## config.mk

```make
export PLATFORM = sky130hd
export DESIGN_NAME = fp16_window_accumulator
export DESIGN_NICKNAME = d
export VERILOG_FILES = /design/src/rtl/fp16_window_accumulator.sv
export SDC_FILE = /design/constraint.sdc
export NUM_CORES = 1
export LEC_CHECK = 0
export ABC_CLOCK_PERIOD_IN_PS = 13500
export CORE_MARGIN = 4
export CORE_UTILIZATION = 50
export CTS_CLUSTER_DIAMETER = 150
export DETAILED_ROUTE_END_ITERATION = 16
export GPL_TIMING_DRIVEN = 0
export HOLD_SLACK_MARGIN = 0.12
export PLACE_DENSITY = 0.79
export SLEW_MARGIN = 20
export SYNTH_ARGS = -nofsm -noshare
export SYNTH_HDL_FRONTEND = slang
export SYNTH_SLANG_ARGS = --single-unit
```

## constraint.sdc

```tcl
create_clock -name clk -period 13.5 [get_ports clk]
set_clock_uncertainty 0.05 [all_clocks]
set_input_delay 3.375 -clock clk [delete_from_list [all_inputs] [get_ports clk]]
set_output_delay 3.375 -clock clk [all_outputs]
set_load 0.01 [all_outputs]
```

## src/rtl/fp16_window_accumulator.sv

```systemverilog
// Averages every WIN = 2^LOG2_WIN accepted FP16 elements using the truncating team adder.
// Latency: out_valid two edges after the last element's edge; in_ready is low while scaling/outputting.
module fp16_window_accumulator #(
  parameter int LOG2_WIN = 2
) (
  input  logic        clk,
  input  logic        rst_n,
  input  logic        flush,
  input  logic        in_valid,
  output logic        in_ready,
  input  logic [15:0] in_data,
  output logic        out_valid,
  input  logic        out_ready,
  output logic [15:0] out_data,
  output logic        busy
);

  typedef enum logic [1:0] {ACCUM, SCALE, OUTPUT} state_t;

  localparam logic [LOG2_WIN:0] CNT_LAST = {1'b0, {LOG2_WIN{1'b1}}};
  localparam logic [4:0]        EXP_SHIFT = 5'(LOG2_WIN);

  state_t            state, state_nxt;
  logic [15:0]       acc, res, acc_sum;
  logic [LOG2_WIN:0] cnt;
  logic              accept;

  // Truncating FP16 add: no rounding, no denormal/Inf/NaN, underflow flushes to zero.
  function automatic logic [15:0] fp_add(input logic [15:0] a, input logic [15:0] b);
    logic [15:0] big, sml, r;
    logic [10:0] mb, ms, dif;
    logic [11:0] sum;
    logic [4:0]  ediff;
    logic [3:0]  lz;
    big = a; sml = b; r = 16'h0000;
    mb = '0; ms = '0; dif = '0; sum = '0; ediff = '0; lz = '0;
    if (a[14:0] == 15'd0) begin
      r = b;
    end else if (b[14:0] == 15'd0) begin
      r = a;
    end else if (a[14:0] == b[14:0] && a[15] != b[15]) begin
      r = 16'h0000;
    end else begin
      if (a[14:0] < b[14:0]) begin
        big = b;
        sml = a;
      end
      mb    = {1'b1, big[9:0]};
      ediff = big[14:10] - sml[14:10];
      ms    = {1'b1, sml[9:0]} >> ediff;
      if (big[15] == sml[15]) begin
        sum = {1'b0, mb} + {1'b0, ms};
        if (sum[11]) r = {big[15], big[14:10] + 5'd1, sum[10:1]};
        else         r = {big[15], big[14:10], sum[9:0]};
      end else begin
        dif = mb - ms;
        // Ascending scan so the highest set bit sets the final shift.
        for (int i = 0; i <= 10; i++) begin
          if (dif[i]) lz = 4'(10 - i);
        end
        if ({1'b0, big[14:10]} < {2'b00, lz}) begin
          r = 16'h0000;
        end else begin
          dif = dif << lz;
          r   = {big[15], big[14:10] - {1'b0, lz}, dif[9:0]};
        end
      end
    end
    return r;
  endfunction

  always_comb begin
    acc_sum   = fp_add(acc, in_data);
    state_nxt = state;
    in_ready  = 1'b0;
    out_valid = 1'b0;
    accept    = 1'b0;
    case (state)
      ACCUM: begin
        in_ready = 1'b1;
        accept   = in_valid && !flush;
        if (accept && cnt == CNT_LAST) state_nxt = SCALE;
      end
      SCALE:  state_nxt = OUTPUT;
      OUTPUT: begin
        out_valid = 1'b1;
        if (out_ready) state_nxt = ACCUM;
      end
      default: state_nxt = ACCUM;
    endcase
  end

  always_ff @(posedge clk) begin
    if (!rst_n) begin
      state <= ACCUM;
      acc   <= 16'h0000;
      cnt   <= '0;
      res   <= 16'h0000;
    end else begin
      state <= state_nxt;
      case (state)
        ACCUM: begin
          if (flush) begin
            acc <= 16'h0000;
            cnt <= '0;
          end else if (accept) begin
            acc <= acc_sum;
            cnt <= cnt + 1'b1;
          end
        end
        SCALE: begin
          if (acc == 16'h0000 || acc[14:10] <= EXP_SHIFT) res <= 16'h0000;
          else res <= {acc[15], acc[14:10] - EXP_SHIFT, acc[9:0]};
        end
        OUTPUT: begin
          if (out_ready) begin
            acc <= 16'h0000;
            cnt <= '0;
          end
        end
        default: ;
      endcase
    end
  end

  assign out_data = out_valid ? res : 16'h0000;
  assign busy     = (cnt != '0) || (state != ACCUM);

endmodule

```

==> results of run 1 <==
[power by group through the flow]
| stage | clock (uW) | sequential, uW | combinational [uW] |
|---|---|---|---|
| after floorplan | 0 | 145 | 1030 |
| after global placement | 0 | 161 | 1330 |
| after detailed placement | 0 | 162 | 1350 |
| after CTS | 76.4 | 159 | 1360 |
| after global routing | 81.4 | 161 | 1520 |
| final | 76.8 | 161 | 1400 |
[routing by layer]
metal,GRT usage,vias up
li1,-,2613
met3,0.0261,59
met1,0.380,2637
met2,0.477,287
met5,0,-
met4,0.0965,0
[cell type report]
class                           instances  area, um^2  area share
Multi-Input combinational cell        567        4060       0.707
Sequential cell                        37         741       0.129
Timing Repair Buffer                   39         390      0.0679
Inverter                               53         199      0.0346
Tap cell                              133         166      0.0290
Buffer                                 25         103      0.0179
Clock buffer                            6        72.6      0.0126
Clock inverter                          2        10.0     0.00174
[kinds of logic (layout without fill, tap and decap cells)]
kind of cell | count (synthesis) | after routing
AND/OR/NAND/NOR | 231 | 231
AO/OA/AOI/OAI | 222 | 222
buffers and inverters | 79 | 125
adder cells (fa/ha/maj) | 48 | 48
multiplexers | 44 | 44
flip-flops | 37 | 37
XOR/XNOR | 22 | 22
[cells in the mapped netlist, types with 9 or more instances]
cell,number
nor3_1,15
ha_1,45
inv_1,52
xnor2_1,18
o21ai_0,49
clkbuf_1,21
dfxtp_1,37
a211oi_1,12
nand2b_1,11
o211ai_1,12
a21o_1,10
a21oi_1,44
nand2_1,52
and2_1,22
nand3_1,11
mux2i_1,34
nor2b_1,9
nor2_1,61
a22oi_1,28
nor4_1,11
[stage by stage]
stage	total power, uW	setup TNS [ps]	utilization	cells
after floorplan	1180	0	-	683
after global routing	1760	0	0.585	862
after global placement	1490	-943	0.575	855
final	1640	0	0.585	862
after CTS	1590	0	0.584	863
after detailed placement	1510	-2340	0.575	855
[flip-flops by register name, summed over array words and instances (netlist names)]
register / flops
acc: 16
res: 16
cnt: 3
state: 2
[critical path, delay by kind of cell]
kind,cells,cell delay [ps]
buffers and inverters,6,1730
AO/OA/AOI/OAI,14,3630
multiplexers,1,130
AND/OR/NAND/NOR,13,2890
adder cells (fa/ha/maj),4,1240
[worst min path at each step]
stage,slack (ps),start,endpoint,cells past startpoint
after floorplan,410,cnt[2],cnt[2],2
after global routing,490,res[9],res[9],2
final,450,res[9],res[9],2
after CTS,460,cnt[2],cnt[2],2
after detailed placement,440,cnt[2],cnt[2],2
after global placement,430,cnt[2],cnt[2],2
[what timing repair did]
item	CTS	global route
hold buffers	0	0
endpoints found under the setup margin	2	15
endpoints found under the hold margin	0	0
resized for setup	2	4
==> qor.csv, run 1 <==
stage;metric;value;unit
global_route;overall overflow remaining after global route;0;
detailed_routing;# DRC;0;
logic_synthesis;synthesized flop and latch total;37;
detailed_routing;number of search-and-repair iterations in the first detailed-routing pass;6;
sta;RSZ-0062 raised after global routing;false;
floorplanning;die boundary width;109;um
critical_path;Worst Setup SP;in_data[12];
power;sequential share of power;0.098;
power;combinational share of power;0.855;
cells_and_area;synthesis-to-layout area growth;13.0;%
clocking;clk slew on worst S/H paths;70;ps
critical_path;path depth of the worst reg2reg path;36;
run;max-cap violations;0;
floorplanning;floorplan row count;36;
global_route;all-layer global routing usage;0.283;
detailed_routing;wire length on met1;7.22;mm
cells_and_area;ratio of cells with drive above 1 in the final layout;0.0645;
sta;shortest clock period the worst path allows after layout;12890;ps
detailed_routing;Detailed Route Iter0 Violations;571;
logic_synthesis;synthesized-area fraction occupied by and/or/nand/nor cells;0.234;
detailed_routing;via count;5596;
critical_path;signal arrival time at the worst endpoint;13020;ps
logic_synthesis;dominant combinational cell family by area after synthesis;compound AO/OA/AOI/OAI gates;
logic_synthesis;number of synthesized flops with an enable pin;0;
logic_synthesis;mean instance size in the synthesized netlist;7.44;um^2
global_route;vias in the first global route;5313;
power;sw frac;0.587;
logic_synthesis;number of distinct library cell variants in the gate-level netlist after synthesis;78;
detailed_routing;metal3 WL;1.28;mm
logic_synthesis;sequential cell area fraction in the yosys report;0.146;
global_route;antenna violations before repair;0;
logic_synthesis;Synth Net Count;752;
sta;pin slew with the least headroom to its limit;1010;ps
sta;Final Worst Setup Slack;613;ps
sta;worst slew slack as a fraction of its limit;0.321;
detailed_routing;vias per cell;6.49;
global_route;pin count of the biggest net entering global routing;12;
sta;Final Hold Slack;454;ps
logic_synthesis;largest area contributor in the netlist;dfxtp_1;
clocking;count of clock tree sinks;37;
clocking;CTS Root Cell;clkbuf_8;
placement;# port buffers;39;
logic_synthesis;Post-Synthesis Cells;683;
clocking;Clock Latency Late Sink;290;ps
logic_synthesis;summed instance area of the synthesized netlist;5080;um^2
detailed_routing;count of nets left with antenna violations after detail routing;0;
clocking;H-tree depth reported by CTS;2;
status;outcome;completed;
critical_path;critical register-to-register path startpoint;acc[8];
critical_path;destination of the critical timing path;acc[6];
cells_and_area;filler cell count in the final layout;933;
critical_path;peak fanout along the critical path;19;
sta;setup violation total in the final timing report;0;
logic_synthesis;Synth Area in XOR/XNOR;0.0379;
cells_and_area;Final Net Count;797;
sta;number of slew-limit violations in the final report;0;
critical_path;Crit Path Class;in2reg;
placement;standard cell area after detailed placement;5640;um^2
detailed_routing;Avg WL per Cell;19.5;um
clocking;Clock Tree Buf Depth;2;
logic_synthesis;area share of the leading cell type in the synthesized netlist;0.146;
cells_and_area;top library cells by usage in the layout, fill and taps aside;61 x nor2_1, 52 x inv_1, 51 x nand2_1;
logic_synthesis;share of async-settable or async-resettable flops after synthesis;0;
clocking;post-CTS setup repair buffer count;0;
logic_synthesis;compound-gate portion of the synthesized area;0.306;
detailed_routing;Highest Signal Layer;met4;
floorplanning;vertical die dimension;109;um
power;leakage power figure;0.00236;uW
floorplanning;Ports;40;
logic_synthesis;most used flip-flop cell after synthesis;dfxtp_1;
floorplanning;initial cell density of the core;0.518;
critical_path;kind of start point of the critical path;primary input;
hold_path;kind of path behind the tightest hold check;reg2reg;
critical_path;endpoint of the worst register-to-register path;acc[6];
floorplanning;die area;11800;um^2
critical_path;Worst path slowest cell;clkdlybuf4s50_1;
detailed_routing;post-detailed-routing wire length;16.8;mm
sta;post-route clock period utilization;0.955;
critical_path;Worst Path Required;13630;ps
floorplanning;Core Box Area;9820;um^2
clocking;Num CTS Buffers;5;
cells_and_area;most common cell after layout, fill and taps aside;nor2_1;
detailed_routing;routed length on met2;7.69;mm
power;Max rail drop VDD;0.000219;V
logic_synthesis;multiplexer area fraction after synthesis;0.0942;
placement;Place WS;-331;ps
power;clock network fraction of total power;0.047;
global_route;wire length of the first global-routing pass;26.8;mm
logic_synthesis;warning count from the yosys run;0;
critical_path;largest incremental delay on the critical path;550;ps
power;Switching Power;961;uW
critical_path;type of element capturing the critical path;flop;
cells_and_area;total non-filler cell area in the finished layout;5750;um^2
sta;number of hold-slack violations in the final timing report;0;
logic_synthesis;cell types with the largest area share after synthesis;dfxtp_1 15%, ha_1 11%, mux2i_1 6.7%;
cells_and_area;n_diodes;0;
power;internal power;675;uW
power;Power Dens Cells;285;nW/um^2
clocking;CTS tree;done;
sta;achievable clock frequency;77.6;MHz
placement;RD Place Congestion;0.965;
critical_path;flop-to-flop setup slack;3850;ps
placement;hpwl dp;13.5;mm
logic_synthesis;adder and majority gate portion of the synthesized area;0.123;
Power figures use the tool's default switching activity.
==> run 2, diff against run 1 <==
CORE_MARGIN = 2   (was 4)
==> run 2 against run 1 <==
- die area fell by 7.2%
- critical path depth did not move
- clock-buffer cell count did not move
- hold slack improved by 4.3 ps
- fmax rose by 0.54%
- utilization rose by 0.31 points
- setup slack improved by 69 ps
- flip-flop and latch count did not move
==> qor.csv, run 2 (synthesis results as in run 1) <==
stage;metric;value;unit
global_route;vias in the first global route;5262;
sta;shortest clock period the worst path allows after layout;12820;ps
sta;number of slew-limit violations in the final report;0;
detailed_routing;post-detailed-routing wire length;16.3;mm
clocking;hold buffers post-CTS;0;
critical_path;signal arrival time at the worst endpoint;12950;ps
clocking;count of clock tree sinks;37;
critical_path;Worst path slowest cell;clkdlybuf4s50_1;
critical_path;type of element capturing the critical path;flop;
critical_path;peak fanout along the critical path;19;
status;outcome;completed;
power;Power Dens Cells;285;nW/um^2
global_route;pin count of the biggest net entering global routing;13;
clocking;H-tree depth reported by CTS;2;
sta;worst slew slack as a fraction of its limit;0.311;
clocking;CTS tree;done;
critical_path;largest incremental delay on the critical path;630;ps
sta;aggregate negative setup slack;0;ps
detailed_routing;Avg WL per Cell;19.0;um
run;max-cap violations;0;
cells_and_area;synthesis-to-layout area growth;13.6;%
sta;achievable clock frequency;78.0;MHz
critical_path;Worst Path Required;13630;ps
floorplanning;initial cell density of the core;0.518;
global_route;layer with the highest usage;met2;
sta;setup violation total in the final timing report;0;
floorplanning;die area;11000;um^2
floorplanning;Core Box Area;9820;um^2
cells_and_area;largest registers;acc (16), res (16), cnt (3);
detailed_routing;number of search-and-repair iterations in the first detailed-routing pass;5;
detailed_routing;vias per cell;6.42;
detailed_routing;count of nets left with antenna violations after detail routing;0;
cells_and_area;Final Net Count;797;
sta;RSZ-0062 raised after global routing;false;
detailed_routing;Detailed Route Iter0 Violations;559;
global_route;overall overflow remaining after global route;0;
sta;pin slew with the least headroom to its limit;1030;ps
hold_path;kind of path behind the tightest hold check;reg2reg;
global_route;met3 capacity usage during global routing;0.0393;
cells_and_area;top library cells by usage in the layout, fill and taps aside;61 x nor2_1, 52 x inv_1, 51 x nand2_1;
critical_path;kind of start point of the critical path;primary input;
floorplanning;vertical die dimension;105;um
placement;RD Place Congestion;0.987;
clocking;Clock Tree Buf Depth;2;
clocking;CTS Root Cell;clkbuf_8;
cells_and_area;most common cell after layout, fill and taps aside;nor2_1;
placement;hpwl dp;13.3;mm
floorplanning;Ports;40;
clocking;Clock Latency Late Sink;300;ps
global_route;antenna violations before repair;0;
detailed_routing;# DRC;0;
clocking;Resized cells post-CTS;0;
global_route;wire length of the first global-routing pass;26.7;mm
floorplanning;die boundary width;105;um
clocking;post-CTS setup repair buffer count;0;
global_route;met1 track demand over resource in global routing;0.397;
detailed_routing;via count;5536;
sta;Final Hold Slack;459;ps
global_route;all-layer global routing usage;0.297;
placement;Place WS;-124;ps
placement;# port buffers;39;
global_route;met2 global-route usage;0.485;
sta;post-route clock period utilization;0.949;
cells_and_area;ratio of cells with drive above 1 in the final layout;0.0658;
cells_and_area;n_diodes;0;
cells_and_area;filler cell count in the final layout;942;
floorplanning;floorplan row count;36;
sta;Final Worst Setup Slack;682;ps
clocking;Num CTS Buffers;5;
critical_path;Crit Path Class;in2reg;
power;leakage power figure;0.00237;uW
sta;number of hold-slack violations in the final timing report;0;
power;Max rail drop VDD;0.000236;V
clocking;clk slew on worst S/H paths;80;ps
==> run 2: area by class of cell <==
| cell class | instances | area (um^2) | area share |
|---|---|---|---|
| Timing Repair Buffer | 39 | 390 | 0.0676 |
| Clock inverter | 2 | 37.5 | 0.00650 |
| Multi-Input combinational cell | 567 | 4060 | 0.702 |
| Tap cell | 133 | 166 | 0.0288 |
| Sequential cell | 37 | 741 | 0.128 |
| Buffer | 25 | 103 | 0.0178 |
| Clock buffer | 6 | 82.6 | 0.0143 |
| Inverter | 53 | 199 | 0.0344 |
==> run 2: worst max-delay path: cells and delay by family <==
kind | cells | cell delay, ps
mux | 1 | 120
simple gates | 13 | 2960
fa+ha+maj | 4 | 1260
compound gates | 14 | 3410
buf+inv | 6 | 1820
==> run 2: worst paths after layout <==
kind | start | endpoint | slack [ps] | depth (start not counted)
setup reg to reg | acc[4] | acc[6] | 4040 | 36
hold / removal | cnt[1] | cnt[1] | 460 | 2
setup / recovery | in_data[10] | acc[6] | 680 | 38
hold reg to reg | cnt[1] | cnt[1] | 460 | 2
==> run 2: stage by stage <==
stage	instances	total power [uW]	util	instance area (um^2)
global route	862	1780	0.588	5780
finish	862	1650	0.588	5780
global placement	855	1480	0.575	5640
CTS	863	1610	0.587	5760
floorplan	683	1180	-	5080
detailed placement	855	1500	0.575	5640
==> run 2: per-layer routing <==
layer	vias to the layer above	wire length [um]
met5	-	0
met4	0	643
met3	52	1320
met2	265	7460
met1	2603	6930
li1	2616	-
==> run 2: power by group <==
| group | internal [uW] | total (uW) | leakage [uW] | switching [uW] |
|---|---|---|---|---|
| clock network | 60.1 | 103 | 0.0000574 | 42.9 |
| logic | 515 | 1380 | 0.00201 | 869 |
| registers | 126 | 161 | 0.000300 | 34.3 |
